--- src/rtl/fetch_ctrl_pkg.sv ---
// Shared definitions for the instruction-fetch controller: FSM state
// encoding, the canonical NOP, and the reset PC shared with the PC register.
package fetch_ctrl_pkg;

  typedef enum logic [1:0] {
    REQ   = 2'd0,
    WAIT  = 2'd1,
    HOLD  = 2'd2,
    DRAIN = 2'd3
  } fetch_state_e;

  localparam logic [31:0] NOP_INST = 32'h00000013;
  localparam logic [63:0] RESET_PC = 64'h80000000;

endpackage

--- src/rtl/fetch_hold_buf.sv ---
// Holding register for the fetched instruction, its PC and the misalign flag.
// The PC/flag and the instruction load independently so the PC can be
// captured at request acceptance and the instruction at response time.
module fetch_hold_buf #(
  parameter int ADDR_W = 64,
  parameter int INST_W = 32
) (
  input  logic              clk_i,
  input  logic              clear_i,
  input  logic              pc_we_i,
  input  logic [ADDR_W-1:0] pc_i,
  input  logic              mis_i,
  input  logic              instr_we_i,
  input  logic [INST_W-1:0] instr_i,
  output logic [ADDR_W-1:0] pc_o,
  output logic [INST_W-1:0] instr_o,
  output logic              mis_o
);

  logic [ADDR_W-1:0] pc_q;
  logic [INST_W-1:0] instr_q;
  logic              mis_q;

  // Buffer registers: synchronous clear wins over either load.
  always_ff @(posedge clk_i) begin
    if (clear_i) begin
      pc_q    <= '0;
      instr_q <= '0;
      mis_q   <= 1'b0;
    end else begin
      if (pc_we_i) begin
        pc_q  <= pc_i;
        mis_q <= mis_i;
      end
      if (instr_we_i) begin
        instr_q <= instr_i;
      end
    end
  end

  assign pc_o    = pc_q;
  assign instr_o = instr_q;
  assign mis_o   = mis_q;

endmodule

--- src/rtl/fetch_ctrl.sv ---
// Instruction-fetch controller: one outstanding request on the imem bus,
// buffers the returned instruction for decode, holds the PC register until
// decode accepts, and drains stale responses after an execute redirect.
// Optional feature macro: FETCH_CTRL_MISALIGN_EN (misaligned PC short-cuts
// to HOLD with a NOP and the misalign flag set, without a bus request).
module fetch_ctrl
  import fetch_ctrl_pkg::*;
#(
  parameter int ADDR_W = 64,
  parameter int INST_W = 32
) (
  input  logic              clk,
  input  logic              rst,
  input  logic [ADDR_W-1:0] pc,
  input  logic              execute_i_need_jump,
  input  logic              regD_stall,
  output logic              regF_stall,
  output logic              imem_req_valid,
  output logic [ADDR_W-1:0] imem_req_addr,
  input  logic              imem_req_ready,
  input  logic              imem_resp_valid,
  input  logic [INST_W-1:0] imem_resp_data,
  output logic              fetch_o_valid,
  output logic [INST_W-1:0] fetch_o_instr,
  output logic [ADDR_W-1:0] fetch_o_pc,
  output logic              fetch_o_misalign
);

  fetch_state_e      state_q, state_d;
  logic              pc_we, instr_we, mis_d, misaligned;
  logic [INST_W-1:0] instr_d;
  logic              buf_mis;

`ifdef FETCH_CTRL_MISALIGN_EN
  assign misaligned = (pc[1:0] != 2'b00);
`else
  assign misaligned = 1'b0;
`endif

  assign imem_req_addr = pc;

  // State register.
  always_ff @(posedge clk) begin
    if (rst) state_q <= REQ;
    else     state_q <= state_d;
  end

  // Next state, bus/decode handshakes and buffer load enables.
  always_comb begin
    state_d        = state_q;
    imem_req_valid = 1'b0;
    fetch_o_valid  = 1'b0;
    regF_stall     = 1'b1;
    pc_we          = 1'b0;
    instr_we       = 1'b0;
    mis_d          = 1'b0;
    instr_d        = imem_resp_data;
    unique case (state_q)
      REQ: begin
        if (execute_i_need_jump) begin
          state_d = REQ;
        end else if (misaligned) begin
          state_d  = HOLD;
          pc_we    = 1'b1;
          mis_d    = 1'b1;
          instr_we = 1'b1;
          instr_d  = INST_W'(NOP_INST);
        end else begin
          imem_req_valid = 1'b1;
          if (imem_req_ready) begin
            state_d = WAIT;
            pc_we   = 1'b1;
          end
        end
      end
      WAIT: begin
        if (imem_resp_valid) begin
          if (execute_i_need_jump) begin
            state_d = REQ;
          end else begin
            state_d  = HOLD;
            instr_we = 1'b1;
          end
        end else if (execute_i_need_jump) begin
          state_d = DRAIN;
        end
      end
      HOLD: begin
        fetch_o_valid = 1'b1;
        if (execute_i_need_jump) begin
          state_d = REQ;
        end else if (!regD_stall) begin
          state_d    = REQ;
          regF_stall = 1'b0;
        end
      end
      DRAIN: begin
        if (imem_resp_valid) state_d = REQ;
      end
      default: state_d = REQ;
    endcase
    // The PC register prioritises stall over jump, so release it on redirects.
    if (execute_i_need_jump) regF_stall = 1'b0;
    if (rst) begin
      imem_req_valid = 1'b0;
      fetch_o_valid  = 1'b0;
      regF_stall     = 1'b0;
      pc_we          = 1'b0;
      instr_we       = 1'b0;
    end
  end

  fetch_hold_buf #(
    .ADDR_W (ADDR_W),
    .INST_W (INST_W)
  ) u_hold_buf (
    .clk_i      (clk),
    .clear_i    (rst),
    .pc_we_i    (pc_we),
    .pc_i       (pc),
    .mis_i      (mis_d),
    .instr_we_i (instr_we),
    .instr_i    (instr_d),
    .pc_o       (fetch_o_pc),
    .instr_o    (fetch_o_instr),
    .mis_o      (buf_mis)
  );

`ifdef FETCH_CTRL_MISALIGN_EN
  assign fetch_o_misalign = buf_mis;
`else
  assign fetch_o_misalign = 1'b0;
  logic unused_mis;
  assign unused_mis = buf_mis;
`endif

endmodule

--- config.mk ---
export PLATFORM = sky130hd
export DESIGN_NAME = fetch_ctrl
export DESIGN_NICKNAME = d
export VERILOG_FILES = /design/src/rtl/fetch_ctrl_pkg.sv /design/src/rtl/fetch_hold_buf.sv /design/src/rtl/fetch_ctrl.sv
export SDC_FILE = /design/constraint.sdc
export NUM_CORES = 1
export LEC_CHECK = 0
export BUFFER_PORTS_ARGS = -buffer_cell sky130_fd_sc_hd__buf_2
export CORE_AREA = 2 2 104 106
export DETAILED_ROUTE_END_ITERATION = 16
export DIE_AREA = 0 0 106 108
export PLACE_DENSITY = 0.9
export REMOVE_ABC_BUFFERS = 1
export SYNTH_ARGS = -nofsm -noshare
export SYNTH_HDL_FRONTEND = slang
export SYNTH_SLANG_ARGS = --single-unit
--- constraint.sdc ---
create_clock -name clk -period 4.3 [get_ports clk]
set_input_delay 0.215 -clock clk [delete_from_list [all_inputs] [get_ports clk]]
set_output_delay 0.215 -clock clk [all_outputs]
set_load 0.02 [all_outputs]
==> reports/results.txt <==
clock root cell = clkbuf_8
CTS buffer count = 9
hold crit path type = primary input to flop
clk buf depth = 2
area leader, netlist = dfxtp_1
yosys warns = 0
clock slew at reported path FFs = 0.09 ns
number of enable flip-flop cells after synthesis = 0
Worst EP arrival = 2.49 ns
Detailed Route Iter0 Violations = 115
crit-path max cell delay = 0.55 ns
Max Cap Violations = 0
CP startpoint kind = flop
Final #Nets = 687
Seq/Total Area, Yosys = 44.0%
Vias/cell = 4.54
dominant cells by area after synthesis = dfxtp_1, mux2_2, nor2b_1
top cell type's share of synthesized area = 44.0%
worst hold margin = 0.0838 ns
ys async rst share = 0%
gr usage total = 16.9%
post-route ant nets = 0
initial antenna violation count = 0
Initial Utilization = 43.6%
Placer Congestion = 0.742
worst reg2reg endpoint = u_hold_buf.pc_o[36]$_SDFFE_PP0P_
CP Data Required Time = 4.52 ns
CTS tree = built
Resized Gates After CTS = 0
Netlist cell types = 23
io pins = 266
drt drc = 0
first-pass GRT wire length = 15.3 mm
LEAKAGE = 3.00 nW
Avg Synthesized Cell Area = 11.3 um^2
Rel. slew slack = 33.9%
final WL = 10.1 mm
Post-synth top flop = dfxtp_1
PortBufs = 264
worst path cell trace = nor4_2, nand2_2, buf_4, mux2_2
slowest CP cell = nand2_2
layout cells sized above 1 = 64.2%
Peak VDD IR = 0.171 mV
row cnt = 37
die width = 106 um
vias in the first global route = 3189
Final Max Tran Viols = 0
final hold violations = 0
Final min period = 2.26 ns
top cells by count, synth = dfxtp_1, nor2b_1, mux2_2
crit end category = flop
run status = finished, final reports clean
most common cell in the netlist = dfxtp_1
via count = 3292
Yosys reg bits = 98
WS Path Type = flop to flop
die footprint = 11400 um^2
core area = 10200 um^2
crit path from = state_q[1]$_SDFFE_PP0P_
CP max FO = 34
Area Overhead vs Synth = 24.6%
grt total ovfl = 0
drt wl/cell = 14.0 um
postcts setup bufs = 0
Reg2Reg Depth = 4
Mapped Cells = 394
Die Y-Extent = 108 um
largest net degree at the start of global routing = 84
First-pass DRT Iterations = 4
worst skew pair latency = 0.35 ns
Tcrit/Tclk final = 52.7%
# hold bufs at CTS = 0
Worst R2R Setup Slack = 2.04 ns
RSZ-0062 raised after global routing = false
Clock Sinks = 98
worst-margin pin slew = 0.991 ns
Fmax = 442 MHz
area of the mapped netlist = 4460 um^2
n_diodes = 0
skew final = 0.0156 ns
pwr/cell area = 334 nW/um^2
H-tree depth = 3
worst r2r src = state_q[1]$_SDFFE_PP0P_
post-detail-place hpwl = 7.73 mm
total negative slack = 0 ns
Worst Setup EP = u_hold_buf.pc_o[36]$_SDFFE_PP0P_
# setup viols final = 0
-- power by group --
group          internal, mW  total [mW]  switching [mW]
sequential            0.947       0.965          0.0186
combinational         0.135       0.315           0.180
clock                 0.281       0.571           0.290
-- stage by stage --
stage	area [um^2]	utilization [%]	std cells	total power [mW]	setup slack [ns]
after floorplan	3860	-	308	1.11	1.97
after global placement	5370	52.5	710	1.29	2.08
after detailed placement	5370	52.5	710	1.30	1.96
after CTS	5550	54.3	725	1.88	2.03
after global routing	5550	54.3	725	1.93	1.88
final	5550	54.3	725	1.85	2.04
-- worst min path at each step --
stage	endpoint	cells past startpoint	slack, ns	from
2_1_floorplan	state_q[1]$_SDFFE_PP0P_	1	0.28	rst
3_3_place_gp	u_hold_buf.instr_o[14]$_SDFFE_PP0P_	2	0.44	imem_resp_data[14]
3_5_place_dp	u_hold_buf.instr_o[23]$_SDFFE_PP0P_	2	0.44	imem_resp_data[23]
4_1_cts	u_hold_buf.instr_o[8]$_SDFFE_PP0P_	2	0.06	imem_resp_data[8]
5_1_grt	u_hold_buf.instr_o[8]$_SDFFE_PP0P_	2	0.06	imem_resp_data[8]
6_report	u_hold_buf.instr_o[8]$_SDFFE_PP0P_	2	0.08	imem_resp_data[8]
-- cells by family after synthesis --
logic type             share of synthesized area, %
AO/OA/AOI/OAI                                 0.421
buffers and inverters                          13.5
flip-flops                                     44.0
multiplexers                                   26.8
other                                        0.0841
AND/OR/NAND/NOR                                15.2
-- placed cells by master, fill, tap and decap left out, drive strengths merged, types with 2 or more instances in the layout --
master | synthesis | routed
clkbuf | 11 | 12
clkinv | 0 | 2
mux2 | 96 | 96
nor2 | 4 | 4
nor2b | 96 | 96
buf | 75 | 266
nand2 | 2 | 2
dfxtp | 98 | 98
-- metal layers --
layer	vias to the layer above	GRT usage (%)	routed length [um]
met3	13	2.65	484
met4	0	7.52	170
li1	1603	-	-
met1	1555	19.2	3990
met2	121	31.3	5480
met5	-	0	0
-- critical path: cells and delay by family (launching register included) --
family | cells | cell delay [ns]
flip-flops | 1 | 0.38
multiplexers | 1 | 0.33
AND/OR/NAND/NOR | 2 | 0.92
buffers and inverters | 1 | 0.48
-- flip-flops by register name (all words and copies together) (netlist names) --
name                count
u_hold_buf.instr_o     32
u_hold_buf.pc_o        64
state_q                 2
-- layout make-up --
cell class | instances | area [um^2]
Inverter | 1 | 3.75
Multi-Input combinational cell | 209 | 1890
Tap cell | 136 | 170
Clock buffer | 12 | 145
Clock inverter | 3 | 40.0
Sequential cell | 98 | 1960
Timing Repair Buffer | 266 | 1340
Fill cell | 885 | 4680
No activity file was read; power rests on OpenSTA's default activity.
